File: config.mk
export PLATFORM = sky130hd
export DESIGN_NAME = uart_tx_stream
export DESIGN_NICKNAME = d
export VERILOG_FILES = /design/src/rtl/uart_pkg.sv /design/src/rtl/uart_baud_counter.sv /design/src/rtl/uart_tx_stream.sv
export SDC_FILE = /design/constraint.sdc
export NUM_CORES = 1
export LEC_CHECK = 0
export ABC_AREA = 1
export CORE_UTILIZATION = 36
export DETAILED_ROUTE_END_ITERATION = 12
export DONT_BUFFER_PORTS = 1
export GPL_TIMING_DRIVEN = 0
export HOLD_SLACK_MARGIN = 0.05
export PLACE_DENSITY_LB_ADDON = 0.12
export SKIP_LAST_GASP = 1
export SLEW_MARGIN = 20
export SYNTH_ARGS = -nofsm -noshare
export SYNTH_HDL_FRONTEND = slang
export SYNTH_SLANG_ARGS = --single-unit
export TNS_END_PERCENT = 30
File: constraint.sdc
create_clock -name clk -period 3.6 [get_ports clk]
set_input_delay 0.36 -clock clk [delete_from_list [all_inputs] [get_ports clk]]
set_output_delay 0.36 -clock clk [all_outputs]
set_load 0.1 [all_outputs]
File: src/rtl/uart_pkg.sv
// Shared definitions for the UART stream blocks.
//   uart_state_e : transmitter FSM state encoding
//   PAR_*        : parity mode selector values
//   calc_div     : clocks per bit from clock frequency and baud rate
package uart_pkg;

    typedef enum logic [2:0] {
        ST_IDLE   = 3'd0,
        ST_START  = 3'd1,
        ST_DATA   = 3'd2,
        ST_PARITY = 3'd3,
        ST_STOP   = 3'd4
    } uart_state_e;

    localparam int PAR_NONE = 0;
    localparam int PAR_ODD  = 1;
    localparam int PAR_EVEN = 2;

    // Integer division: any remainder is dropped, so the real baud rate is
    // slightly above nominal when CLK_HZ is not a multiple of BAUD.
    function automatic int calc_div(input int clk_hz, input int baud);
        return clk_hz / baud;
    endfunction

endpackage

File: src/rtl/uart_baud_counter.sv
// Bit-period timer shared by the UART transmitter (and a future receiver).
//   clk     : clock
//   rst_n   : asynchronous active-low reset
//   restart : hold the count at zero (used while the line is idle)
//   tick    : high during the last cycle (count == DIV-1) of a bit period
// The count wraps from DIV-1 to 0 on its own, so each consecutive bit
// period starts at zero without an explicit restart.
module uart_baud_counter
    import uart_pkg::*;
#(
    parameter int DIV = 4
) (
    input  logic clk,
    input  logic rst_n,
    input  logic restart,
    output logic tick
);

    localparam int              W    = (DIV > 1) ? $clog2(DIV) : 1;
    localparam logic [W-1:0]    LAST = W'(DIV - 1);

    logic [W-1:0] cnt_q;
    logic [W-1:0] cnt_d;

    always_comb begin
        cnt_d = cnt_q + W'(1);
        if (restart || (cnt_q == LAST)) begin
            cnt_d = '0;
        end
    end

    always_ff @(posedge clk or negedge rst_n) begin
        if (!rst_n) begin
            cnt_q <= '0;
        end else begin
            cnt_q <= cnt_d;
        end
    end

    assign tick = (cnt_q == LAST);

endmodule

File: src/rtl/uart_tx_stream.sv
// Valid/ready byte stream to UART serial line: 8 data bits LSB first,
// optional parity, 1 or 2 stop bits. A one-byte holding register lets the
// next byte be accepted while the current frame is on the line, so frames
// follow each other with no idle gap.
//   clk      : clock
//   rst_n    : asynchronous active-low reset
//   in_valid : in_data holds a byte
//   in_ready : holding register is empty (registered, no path from in_valid)
//   in_data  : byte to transmit
//   tx       : serial line, idle high (registered)
//   busy     : frame in flight or holding register full
module uart_tx_stream
    import uart_pkg::*;
#(
    parameter int CLK_HZ    = 12000000,
    parameter int BAUD      = 115200,
    parameter int PARITY    = 0,
    parameter int STOP_BITS = 1
) (
    input  logic       clk,
    input  logic       rst_n,
    input  logic       in_valid,
    output logic       in_ready,
    input  logic [7:0] in_data,
    output logic       tx,
    output logic       busy
);

    localparam int DIV = calc_div(CLK_HZ, BAUD);

    uart_state_e state_q, state_d;
    logic [7:0]  hold_data_q, hold_data_d;
    logic        hold_full_q, hold_full_d;
    logic [7:0]  data_q, data_d;
    logic [2:0]  bit_cnt_q, bit_cnt_d;
    logic        tx_q, tx_d;
    logic        tick;
    logic        par_bit;

    uart_baud_counter #(
        .DIV (DIV)
    ) u_baud (
        .clk     (clk),
        .rst_n   (rst_n),
        .restart (state_q == ST_IDLE),
        .tick    (tick)
    );

    assign par_bit = (PARITY == PAR_ODD) ? ~^data_q : ^data_q;

    always_comb begin
        state_d     = state_q;
        hold_data_d = hold_data_q;
        hold_full_d = hold_full_q;
        data_d      = data_q;
        bit_cnt_d   = bit_cnt_q;
        tx_d        = tx_q;

        // Accept only into an empty holding register; a load out of the
        // register below can never coincide with an accept.
        if (in_valid && !hold_full_q) begin
            hold_data_d = in_data;
            hold_full_d = 1'b1;
        end

        case (state_q)
            ST_IDLE: begin
                tx_d = 1'b1;
                if (hold_full_q) begin
                    data_d      = hold_data_q;
                    hold_full_d = 1'b0;
                    bit_cnt_d   = '0;
                    state_d     = ST_START;
                    tx_d        = 1'b0;
                end
            end
            ST_START: begin
                if (tick) begin
                    state_d   = ST_DATA;
                    bit_cnt_d = '0;
                    tx_d      = data_q[0];
                end
            end
            ST_DATA: begin
                if (tick) begin
                    if (bit_cnt_q == 3'd7) begin
                        bit_cnt_d = '0;
                        if (PARITY != PAR_NONE) begin
                            state_d = ST_PARITY;
                            tx_d    = par_bit;
                        end else begin
                            state_d = ST_STOP;
                            tx_d    = 1'b1;
                        end
                    end else begin
                        bit_cnt_d = bit_cnt_q + 3'd1;
                        tx_d      = data_q[bit_cnt_q + 3'd1];
                    end
                end
            end
            ST_PARITY: begin
                if (tick) begin
                    state_d   = ST_STOP;
                    bit_cnt_d = '0;
                    tx_d      = 1'b1;
                end
            end
            ST_STOP: begin
                if (tick) begin
                    if (bit_cnt_q == 3'(STOP_BITS - 1)) begin
                        // Chain straight into the next start bit when a byte
                        // is already waiting.
                        if (hold_full_q) begin
                            data_d      = hold_data_q;
                            hold_full_d = 1'b0;
                            bit_cnt_d   = '0;
                            state_d     = ST_START;
                            tx_d        = 1'b0;
                        end else begin
                            state_d = ST_IDLE;
                            tx_d    = 1'b1;
                        end
                    end else begin
                        bit_cnt_d = bit_cnt_q + 3'd1;
                    end
                end
            end
            default: begin
                state_d = ST_IDLE;
                tx_d    = 1'b1;
            end
        endcase
    end

    always_ff @(posedge clk or negedge rst_n) begin
        if (!rst_n) begin
            state_q     <= ST_IDLE;
            hold_data_q <= '0;
            hold_full_q <= 1'b0;
            data_q      <= '0;
            bit_cnt_q   <= '0;
            tx_q        <= 1'b1;
        end else begin
            state_q     <= state_d;
            hold_data_q <= hold_data_d;
            hold_full_q <= hold_full_d;
            data_q      <= data_d;
            bit_cnt_q   <= bit_cnt_d;
            tx_q        <= tx_d;
        end
    end

    assign in_ready = !hold_full_q;
    assign tx       = tx_q;
    assign busy     = (state_q != ST_IDLE) || hold_full_q;

endmodule

# Word-level counts from Yosys, hierarchy flattened
# Index checks and enable logic that the tools add are counted.
totals:
  output_inout_bits: 3
  elab_cells: 74
  regBits: 31
classes:
  reduce_logical: 14
  n_addsub: 2
  n_lt_le_gt_ge: 1
  mux: 36
  n_eq_ne: 14
ops:
  columns: ["operator", "n"]
  rows:
  - ["3-bit 2-to-1 mux", 13]
  - ["8-bit 2-to-1 mux", 3]
  - ["8-bit case mux with 2 select lines", 1]
  - ["3-bit case mux with 5 select lines", 1]
  - ["2-bit inequality test (second input constant)", 7]
  - ["1-bit 2-to-1 mux", 13]
  - ["3-bit case mux with 4 select lines", 1]
  - ["7-bit by 1-bit adder with 7-bit output (second input constant)", 1]
  - ["7-bit equality test (second input constant)", 1]
  - ["7-bit 2-to-1 mux", 1]
  - ["7-bit AND reduction", 1]
  - ["3-bit by 2-bit equality test with 1-bit output (second input constant)", 2]
  - ["3-bit equality test (second input constant)", 2]
  - ["3-bit zero test", 2]
  - ["1-bit case mux with 5 select lines", 1]
  - ["5-bit AND reduction", 1]
  - ["3-bit by 4-bit less-than comparator with 1-bit output (second input constant)", 1]
  - ["4-bit AND reduction", 1]
  - ["4-bit nonzero test", 1]
  - ["3-bit by 1-bit adder with 3-bit output (second input constant)", 1]
  - ["1-bit binary-select mux with 3-bit select", 1]
  - ["3-bit by 1-bit equality test with 1-bit output (second input constant)", 1]
  - ["3-bit AND reduction", 1]
  - ["3-bit nonzero test", 1]
  - ["other kinds (7)", 8]

# Logic depth before layout (Yosys ltp)
# Gate-level depths: netlist of run 1.
depth:
  word_depth: 7
  depth_mapped: 10

# Modules after synthesis
# From an unflattened synthesis of run 1, not the netlist that was laid out.
unflattened:
  cells_unflattened: 197
  area_unflattened_um2: 1610.3
modules_own_cells:
  columns: ["mod", "area_each_um2", "cells_each", "seq_area_each_um2", "instances"]
  rows:
  - ["uart_tx_stream", 1256.2, 152, 601.8, 1]
  - ["uart_baud_counter", 354.1, 45, 175.2, 1]

# Worst setup path after synthesis of run 1
# No wires, ideal clock.
synth_path:
  kind: "register -> register"
  from: "reg hold_full_q"
  to: "reg hold_data_q[6]"
  setup_time_ps: 124
  slack_ps: 1778
  path_stages_with_launch: 6
  path_buffers: 1
  arrival_time_ps: 1698
  synth_period_minus_slack_ps: 1822
  cell_sequence: "dfrtp_1 -> inv_1 -> nand2_1 -> buf_2 -> nor2_1 -> a21oi_1"
synth_via:
  elab_chain_cells: 2
synth_lines:
  columns: ["element", "line", "rtl"]
  rows:
  - ["start: declaration", "uart_tx_stream.sv:33", "logic hold_full_q, hold_full_d;"]
  - ["start signal: assignment", "uart_tx_stream.sv:146", "hold_full_q <= hold_full_d;"]
  - ["1-bit zero test", null, null]
  - ["named net in_ready", "uart_tx_stream.sv:23", "output logic in_ready,"]
  - ["1-bit logical AND", "uart_tx_stream.sv:61", "if (in_valid && !hold_full_q) begin"]
  - ["end signal: assignment", "uart_tx_stream.sv:145", "hold_data_q <= hold_data_d;"]
  - ["end: declaration", "uart_tx_stream.sv:32", "logic [7:0] hold_data_q, hold_data_d;"]
# The timed path passes the listed nets, and every way through them passes these cells.
# A chain may end at the register's enable or synchronous reset.

# Worst setup path in the final report of run 1
# Ends and elaborated chain as after synthesis.

==> flow_metrics.tcl, run 1 <==
set metrics [dict create \
    dr.pass1.iters 4 \
    htree_levels 2 \
    avgViaCountPerCell 4.85 \
    cp_num_buf_inv 2 \
    synth_area_leader_cell "dfrtp_1" \
    synth_top_family_by_area "simple AND/OR/NAND/NOR gates" \
    slew_headroom_pct 34.3 \
    synth.cell_area_sq_mm 0.00164 \
    clk_latency_ps 280 \
    synth_top_flop_cell "dfrtp_1" \
    setup_viol 0 \
    clk_pin_slew_ps 70 \
    tightest_slew_ps 984 \
    crit_chain "inv_1 -> nand2_1 -> buf_2 -> nor2_1 -> a21oi_1" \
    dp.cells 244 \
    overflow 0 \
    min_period_ps 2110 \
    antenna_found_initial 0 \
    synth_top_area_share_pct 45.9 \
    die_w_um 69.4 \
    yosysUniqueCellTypes 29 \
    required_ps 3770 \
    path_class "flip-flop to flip-flop" \
    die_h_um 69.4 \
    grt_usage_pct 14.8 \
    slew_violations 0 \
    area_growth_syn_to_layout_pct 11.2 \
    num_rows 24 \
    start_kind "flip-flop" \
    whs_endpoint "hold_data_q[3]" \
    cts_root_buf "clkbuf_8" \
    io_pins 14 \
    antenna_left 0 \
    yosysWarnings 0 \
    min_period_over_period_pct 58.6 \
    powerDensity_mw_per_mm2 904 \
    p_leak_nw 0.873 \
    cp-end-kind "flip-flop" \
    num_antenna_cells 0 \
    worstPathArrival_ps 2280 \
    irDropWorstVdd_v 0.000307 \
    setup_tns_ps 0 \
    drt_iter0_markers 87 \
    muxShareOfSynthArea_pct 0 \
    worstRegToRegCells 5 \
    cpPeakStageDelay_ps 730 \
    gp_congestion 0.768 \
    synth.net_count 207 \
    drt_wl_total_um 3040 \
    cp_max_fo 10 \
    hold_viol 0 \
    cts.path.max_buffers 2 \
    synth_edf_count 0 \
    dp_hpwl_um 2270 \
    finalClockSkew_ps 5.59 \
    post-cts-setup-buffer-count 0 \
    initial_core_util_pct 37.6 \
    synth-simple-area-share_pct 28.3 \
    r2r_start "hold_full_q" \
    synth_compound_area_share_pct 13.2 \
    holdPathStages 2 \
    synthAdderAreaFrac_pct 3.06 \
    drive_above_1_share_pct 17.8 \
    nets 216 \
    async_flop_share_pct 100 \
    cts_tree "done" \
    critPathTopFamily "buffers and inverters" \
    ys_seq_area_share_pct 47.5 \
    grt_pass1_vias 1239 \
    grt_max_degree 32 \
    worstHoldPathType "primary input to flip-flop" \
    synth_seq_cells 31 \
    routedWlPerCell_um 11.9 \
    cts_buffers 5 \
    via_count 1231 \
    cp_slowest_cell "inv_1" \
    synthTopCellsByArea "dfrtp_1, nand2_1, inv_1" \
    clock.fmax_mhz 474 \
    synth_xor_area_share_pct 0 \
    regToRegSetupSlack_ps 1490 \
    cap_viol_max_count 0 \
    cts.sinks 31 \
    drc 0 \
    syn-mean-instance-area_sq_um 8.52 \
    stdcell_count 254 \
    synth.most_common_cell "nand2_1" \
    synth_common_cells "nand2_1, dfrtp_1, inv_1, nor2_1, a21oi_1" \
    grt_pass1_wl_um 5550 \
    core-area_sq_mm 0.00435 \
    synth_cells 192 \
    r2r_end "hold_data_q[6]" \
    outcome "finished clean" \
    min_from "in_data[3]" \
    die_area_sq_mm 0.00482 \
    rsz0062_at_grt "false" \
    cts_hold_buf 2 \
    port_buffers 0 \
    cts_resized 0 \
]
==> worst register-to-register path: stages, from the launching register on <==
cell and delay [ps]:
dfrtp_1 410, inv_1 730, nand2_1 410, buf_2 300, nor2_1 100, a21oi_1 50
==> final cells by class <==
class                      instances  area [sq um]
buffer                             2          25.0
clock buffer                       5          68.8
clock inverter                     3          20.0
fill                             455          2530
inverter                          28           105
multi-input combinational        131           728
sequential                        31           777
tap                               52          65.1
timing repair buffer               2          30.0
==> flip-flops by register name, summed over array words and instances, names as in the netlist <==
signal,cells
hold_full_q,1
u_baud.cnt_q,7
data_q,8
hold_data_q,8
tx,1
state_q,3
bit_cnt_q,3
==> layout by cell type (no fill, tap or decap), drive strengths merged <==
cell / netlist / final
buf: 2 / 3
nand3b: 1 / 1
nor3b: 3 / 3
a21oi: 13 / 13
ha: 4 / 4
o21ai: 18 / 18
o211ai: 4 / 4
clkbuf: 0 / 5
nand3: 13 / 13
clkinv: 1 / 2
nand2: 46 / 46
dlygate4sd3: 0 / 1
dfstp: 1 / 1
nor4: 1 / 1
dfrtp: 30 / 30
clkinvlp: 0 / 2
nor3: 5 / 5
nor2: 21 / 21
inv: 27 / 27
and3: 1 / 1
nand4: 1 / 1
==> logic make-up after synthesis <==
logic type	after synthesis
AOI/OAI and AO/OA	35
adders and majority gates	4
buffers and inverters	30
DFF	31
and+or+nand+nor	92
==> how the worst max path moves through the flow <==
stage	from	to	slack, ps	cells past startpoint
2_1_floorplan	hold_full_q	hold_data_q[6]	1780	5
3_3_place_gp	hold_full_q	hold_data_q[6]	1480	5
3_5_place_dp	hold_full_q	hold_data_q[6]	1500	5
4_1_cts	hold_full_q	hold_data_q[6]	1480	5
5_1_grt	hold_full_q	hold_data_q[7]	1350	5
6_report	hold_full_q	hold_data_q[6]	1490	5
==> power breakdown <==
group	internal, mW	switching [mW]	total (mW)
clock	0.134	0.137	0.271
combinational	0.244	0.489	0.733
sequential	0.501	0.139	0.640
==> through the flow <==
step / hold WS (ps) / power (mW) / util, % / worst slack, ps / area [sq um]
finish: 231 / 1.64 / 41.8 / 1490 / 1820
global route: 229 / 1.80 / 41.8 / 1350 / 1820
CTS: 222 / 1.67 / 41.8 / 1480 / 1820
detailed placement: 65.3 / 1.38 / 39.1 / 1500 / 1700
global placement: 65.4 / 1.36 / 39.1 / 1480 / 1700
floorplan: 64.4 / 1.25 / - / 1780 / 1640
==> routing by layer <==
metal	track usage, %	share of wire (%)	up-vias
li1	-	-	643
met5	0	0	-
met2	22.7	44	22
met1	19.4	50	559
met3	4.51	4.4	7
met4	6.12	1.7	0
No activity file was read; power rests on OpenSTA's default activity.
==> run 2: changes to the inputs <==
==> constraint.sdc (replaced) <==
create_clock -name clk -period 1.79 [get_ports clk]
set_input_delay 0.179 -clock clk [delete_from_list [all_inputs] [get_ports clk]]
set_output_delay 0.179 -clock clk [all_outputs]
set_load 0.1 [all_outputs]
==> run 2 against run 1 <==
  * Power up 120%
  * Global-route usage grew 0.61 points
  * Register-to-register slack got worse by 1500 ps
  * Routed wire length rose by 11%
  * Worst hold slack worse by 170 ps
  * Die area unchanged
  * Non-clock buffer count is 20 higher
  * Fmax grew 18%
  * Largest cell class unchanged
==> flow_metrics.tcl, run 2 (synthesis results as in run 1) <==
set metrics [dict create \
    critPathTopFamily "simple AND/OR/NAND/NOR gates" \
    routedWlPerCell_um 12.3 \
    min_from "in_data[0]" \
    htree_levels 2 \
    worstRegToRegCells 7 \
    powerDensity_mw_per_mm2 1790 \
    start_kind "flip-flop" \
    num_antenna_cells 0 \
    cts_buffers 5 \
    drt_wl_total_um 3380 \
    final.setup.worst_slack_ps 2.41 \
    crit_start "state_q[1]" \
    r2r_end "state_q[1]" \
    antenna_found_initial 0 \
    grt_usage_pct 15.4 \
    drive_above_1_share_pct 27.5 \
    dp.cells 244 \
    holdPathStages 2 \
    fin_util_pct 46.7 \
    grt_pass1_wl_um 5840 \
    initial_core_util_pct 37.6 \
    p_leak_nw 0.962 \
    cp-end-kind "flip-flop" \
    finalClockSkew_ps 8.01 \
    cap_viol_max_count 0 \
    regToRegSetupSlack_ps 2 \
    fill_cells 436 \
    reg_top3 "data_q x8, hold_data_q x8, u_baud.cnt_q x7" \
    worstHoldPathType "primary input to flip-flop" \
    die_h_um 69.4 \
    dp_hpwl_um 2250 \
    via_count 1315 \
    cp_num_buf_inv 1 \
    outcome "finished clean" \
    min_period_over_period_pct 99.9 \
    slew_headroom_pct 59.0 \
    cts_tree "done" \
    dr.pass1.iters 4 \
    clk_latency_ps 280 \
    cp_max_fo 4 \
    mostFrequentLayoutCells "nand2_1, dfrtp_1, inv_1" \
    rsz0062_at_grt "true" \
    irDropWorstVdd_v 0.000640 \
    path_common_cell "nor2_4" \
    overflow 0 \
    area_growth_syn_to_layout_pct 24.3 \
    report.power.total_mw 3.64 \
    io_pins 14 \
    cpPeakStageDelay_ps 460 \
    grt_max_degree 32 \
    drc 0 \
    use_met3_pct 5.09 \
    gp_congestion 0.775 \
    crit_chain "nor2_4 -> nand2_4 -> nor2_4 -> clkinvlp_4 -> nand4_4 -> nand2_1 -> o21ai_1" \
    path_class "flip-flop to flip-flop" \
    grt_pass1_vias 1263 \
    clock.fmax_mhz 559 \
    drt_iter0_markers 62 \
    tightest_slew_ps 613 \
    setup_tns_ps 0 \
    clk_pin_slew_ps 70 \
    avgViaCountPerCell 4.80 \
    hold_viol 0 \
    met1_usage_pct 19.8 \
    min_period_ps 1790 \
    nets 236 \
    busiest_layer "met2" \
    setup_viol 0 \
    slew_violations 0 \
    worstPathArrival_ps 1990 \
    stdcell_count 274 \
    whs_endpoint "hold_data_q[0]" \
    port_buffers 0 \
    preCtsSetupSlack_ps -186 \
    cts.path.max_buffers 2 \
    die_w_um 69.4 \
    cts.sinks 31 \
    required_ps 2000 \
    antenna_left 0 \
    cp_slowest_cell "clkinvlp_4" \
    r2r_start "state_q[1]" \
    core-area_sq_mm 0.00435 \
    layout_commonest_cell "nand2_1" \
    num_rows 24 \
    cts_root_buf "clkbuf_8" \
    die_area_sq_mm 0.00482 \
    use_met2_pct 24.3 \
]
-- run 2: worst register-to-register path: stages, from the launching register on --
cell and delay, ps:
dfrtp_2 440, nor2_4 160, nand2_4 90, nor2_4 140, clkinvlp_4 460, nand4_4 300
nand2_1 60, o21ai_1 70
-- run 2: what timing repair did --
item	4_1_cts	5_1_grt
pin swaps	3	6
hold buffers	7	1
endpoints found under the setup margin	21	18
hold endpoints to repair	36	1
gates resized for setup	10	5
setup buffers	4	10
-- run 2: final cells by class --
class / count / area (sq um) / area share (%)
Sequential cell: 31 / 783 / 38.5
Multi-Input combinational cell: 131 / 759 / 37.4
Timing Repair Buffer: 22 / 195 / 9.61
Inverter: 28 / 115 / 5.67
Clock buffer: 5 / 68.8 / 3.39
Tap cell: 52 / 65.1 / 3.20
Buffer: 2 / 25.0 / 1.23
Clock inverter: 3 / 20.0 / 0.985
-- run 2: per-layer routing --
layer	wire length (um)	share of wire [%]	vias to the layer above
met4	47	1.4	0
met3	145	4.3	6
met1	1590	47	601
li1	-	-	681
met2	1600	47	27
met5	0	0	-
-- run 2: where the power goes --
group	internal [mW]	switching (mW)
clock	0.270	0.273
sequential	1.02	0.271
combinational	0.702	1.11
-- run 2: how the worst max path moves through the flow --
stage                            end  slack (ps)  depth (start not counted)
after global routing      state_q[1]        -100                          7
after CTS                  data_q[0]         -10                         10
after floorplan           state_q[1]           3                          7
after detailed placement  state_q[2]        -190                          7
after global placement    state_q[1]        -150                          7
final                     state_q[1]           2                          7
-- run 2: metrics by stage --
step	area [sq um]	hold WS [ps]
floorplan	1640	-117
global placement	1700	-116
detailed placement	1700	-115
CTS	1940	50.7
global route	2030	66.0
finish	2030	63.7
==> run 3: changes to the inputs <==
--- a/config.mk
+++ b/config.mk
@@ -6,6 +6,8 @@
 export NUM_CORES = 1
 export LEC_CHECK = 0
 export ABC_AREA = 1
+export CAP_MARGIN = 40
+export CORE_ASPECT_RATIO = 0.5
 export CORE_UTILIZATION = 36
 export DETAILED_ROUTE_END_ITERATION = 12
 export DONT_BUFFER_PORTS = 1
==> run 3 against run 2 <==
  * Sequential power about the same
  * Utilization decreased by 0.70 points
  * Power decreased by 5.4%
  * Fmax increased by 3.5%
  * Sequential cell count unchanged
  * Critical endpoint is now data_q[0]
  * Clock skew decreased by 5.3 ps
  * Setup slack improved by 60 ps
  * Count of clock-buffer cells in the layout increased by 2
  * Worst hold slack got worse by 2.4 ps
  * Largest cell class unchanged
==> flow_metrics.tcl, run 3 (synthesis results as in run 1) <==
set metrics [dict create \
    cts_tree "done" \
    required_ps 1960 \
    dp_hpwl_um 2380 \
    worstHoldPathType "primary input to flip-flop" \
    die_area_sq_mm 0.00483 \
    worstPathArrival_ps 1900 \
    clk_pin_slew_ps 60 \
    setup_viol 0 \
    drc 0 \
    num_rows 16 \
    powerDensity_mw_per_mm2 1820 \
    grt_pass1_vias 1209 \
    min_period_ps 1730 \
    io_pins 14 \
    setup_tns_ps 0 \
    grt_pass1_wl_um 5740 \
    use_met3_pct 4.68 \
    core-area_sq_mm 0.00412 \
    drt_wl_total_um 3310 \
    num_antenna_cells 0 \
    outcome "finished clean" \
    htree_levels 2 \
    mostFrequentLayoutCells "nand2_1, dfrtp_1, inv_1" \
    layout_commonest_cell "nand2_1" \
    met1_usage_pct 21.7 \
    whs_ps 61.3 \
    finalClockSkew_ps 2.73 \
    grt_usage_pct 15.5 \
    port_buffers 0 \
    start_kind "flip-flop" \
    clk_latency_ps 270 \
    cap_viol_max_count 0 \
    overflow 0 \
    path_class "flip-flop to flip-flop" \
    area_growth_syn_to_layout_pct 15.9 \
    grt_max_degree 32 \
    nets 223 \
    cp-end-kind "flip-flop" \
    min_period_over_period_pct 96.5 \
    irDropWorstVdd_v 0.000619 \
    reg_top3 "data_q x8, hold_data_q x8, u_baud.cnt_q x7" \
    antenna_found_initial 0 \
    cts.path.max_buffers 2 \
    use_met2_pct 22.7 \
    tightest_slew_ps 582 \
    via_count 1281 \
    cts_buffers 5 \
    drive_above_1_share_pct 21.1 \
    busiest_layer "met2" \
    hold_viol 0 \
    fill_cells 418 \
    avgViaCountPerCell 4.87 \
    gp_congestion 0.884 \
    rsz0062_at_grt "true" \
    routedWlPerCell_um 12.6 \
    report.power.total_mw 3.44 \
    slew_violations 0 \
    drt_iter0_markers 54 \
    die_w_um 97.3 \
    dr.pass1.iters 4 \
    initial_core_util_pct 39.7 \
    fin_util_pct 46.0 \
    cts.sinks 31 \
    cp_max_fo 10 \
    clock.fmax_mhz 579 \
    p_leak_nw 0.910 \
    cts_root_buf "clkbuf_8" \
    antenna_left 0 \
    slew_headroom_pct 61.1 \
    die_h_um 49.7 \
]
-- run 3: cell type report --
| cell class | instances | area (sq um) | area share, % |
|---|---|---|---|
| tap | 54 | 67.6 | 3.56 |
| clock buffer | 7 | 76.3 | 4.03 |
| multi-input combinational | 131 | 736 | 38.8 |
| inverter | 28 | 109 | 5.74 |
| clock inverter | 1 | 5.00 | 0.264 |
| timing repair buffer | 9 | 98.8 | 5.21 |
| sequential | 31 | 778 | 41.1 |
| buffer | 2 | 25.0 | 1.32 |
-- run 3: timing repair --
action | in CTS | in global routing
pin swaps | 0 | 1
hold endpoints to repair | 31 | 0
gates resized for setup | 2 | 2
hold buffers | 2 | 0
setup buffers | 0 | 5
endpoints found under the setup margin | 18 | 22
-- run 3: where the power goes --
group / switching, mW / leakage (nW) / internal, mW
clock: 0.247 / 0.0422 / 0.272
combinational: 1.03 / 0.492 / 0.588
sequential: 0.300 / 0.376 / 1.01
-- run 3: worst paths after layout --
kind,start,endpoint,slack [ps],cells past startpoint
setup reg to reg,bit_cnt_q[0],data_q[0],60,10
min in group asynchronous,rst_n,u_baud.cnt_q[4],350,2
hold / removal,in_data[2],hold_data_q[2],60,2
setup / recovery,bit_cnt_q[0],data_q[0],60,10
hold reg to reg,u_baud.cnt_q[0],u_baud.cnt_q[0],460,1
max in group asynchronous,rst_n,tx,1210,2
-- run 3: metrics by stage --
step | instances | setup slack (ps) | cell area, sq um
after global routing | 263 | -49.1 | 1900
after floorplan | 192 | 2.57 | 1640
final | 263 | 62.8 | 1900
after global placement | 246 | -175 | 1710
after CTS | 258 | -49.9 | 1860
after detailed placement | 248 | -139 | 1740
-- run 3: worst max-delay path: stages, from the launching register on --
cell and delay, ps:
dfrtp_2 470, inv_2 150, ha_1 160, inv_1 80, nor2_8 130, nor2_2 60
inv_2 110, nand3_4 150, buf_12 180, nand2_2 50, o21ai_2 50
-- run 3: layer usage --
| metal | wire (um) | share of wire, % |
|---|---|---|
| met2 | 1360 | 41 |
| met4 | 34 | 1.0 |
| met5 | 0 | 0 |
| met1 | 1680 | 51 |
| met3 | 237 | 7.2 |
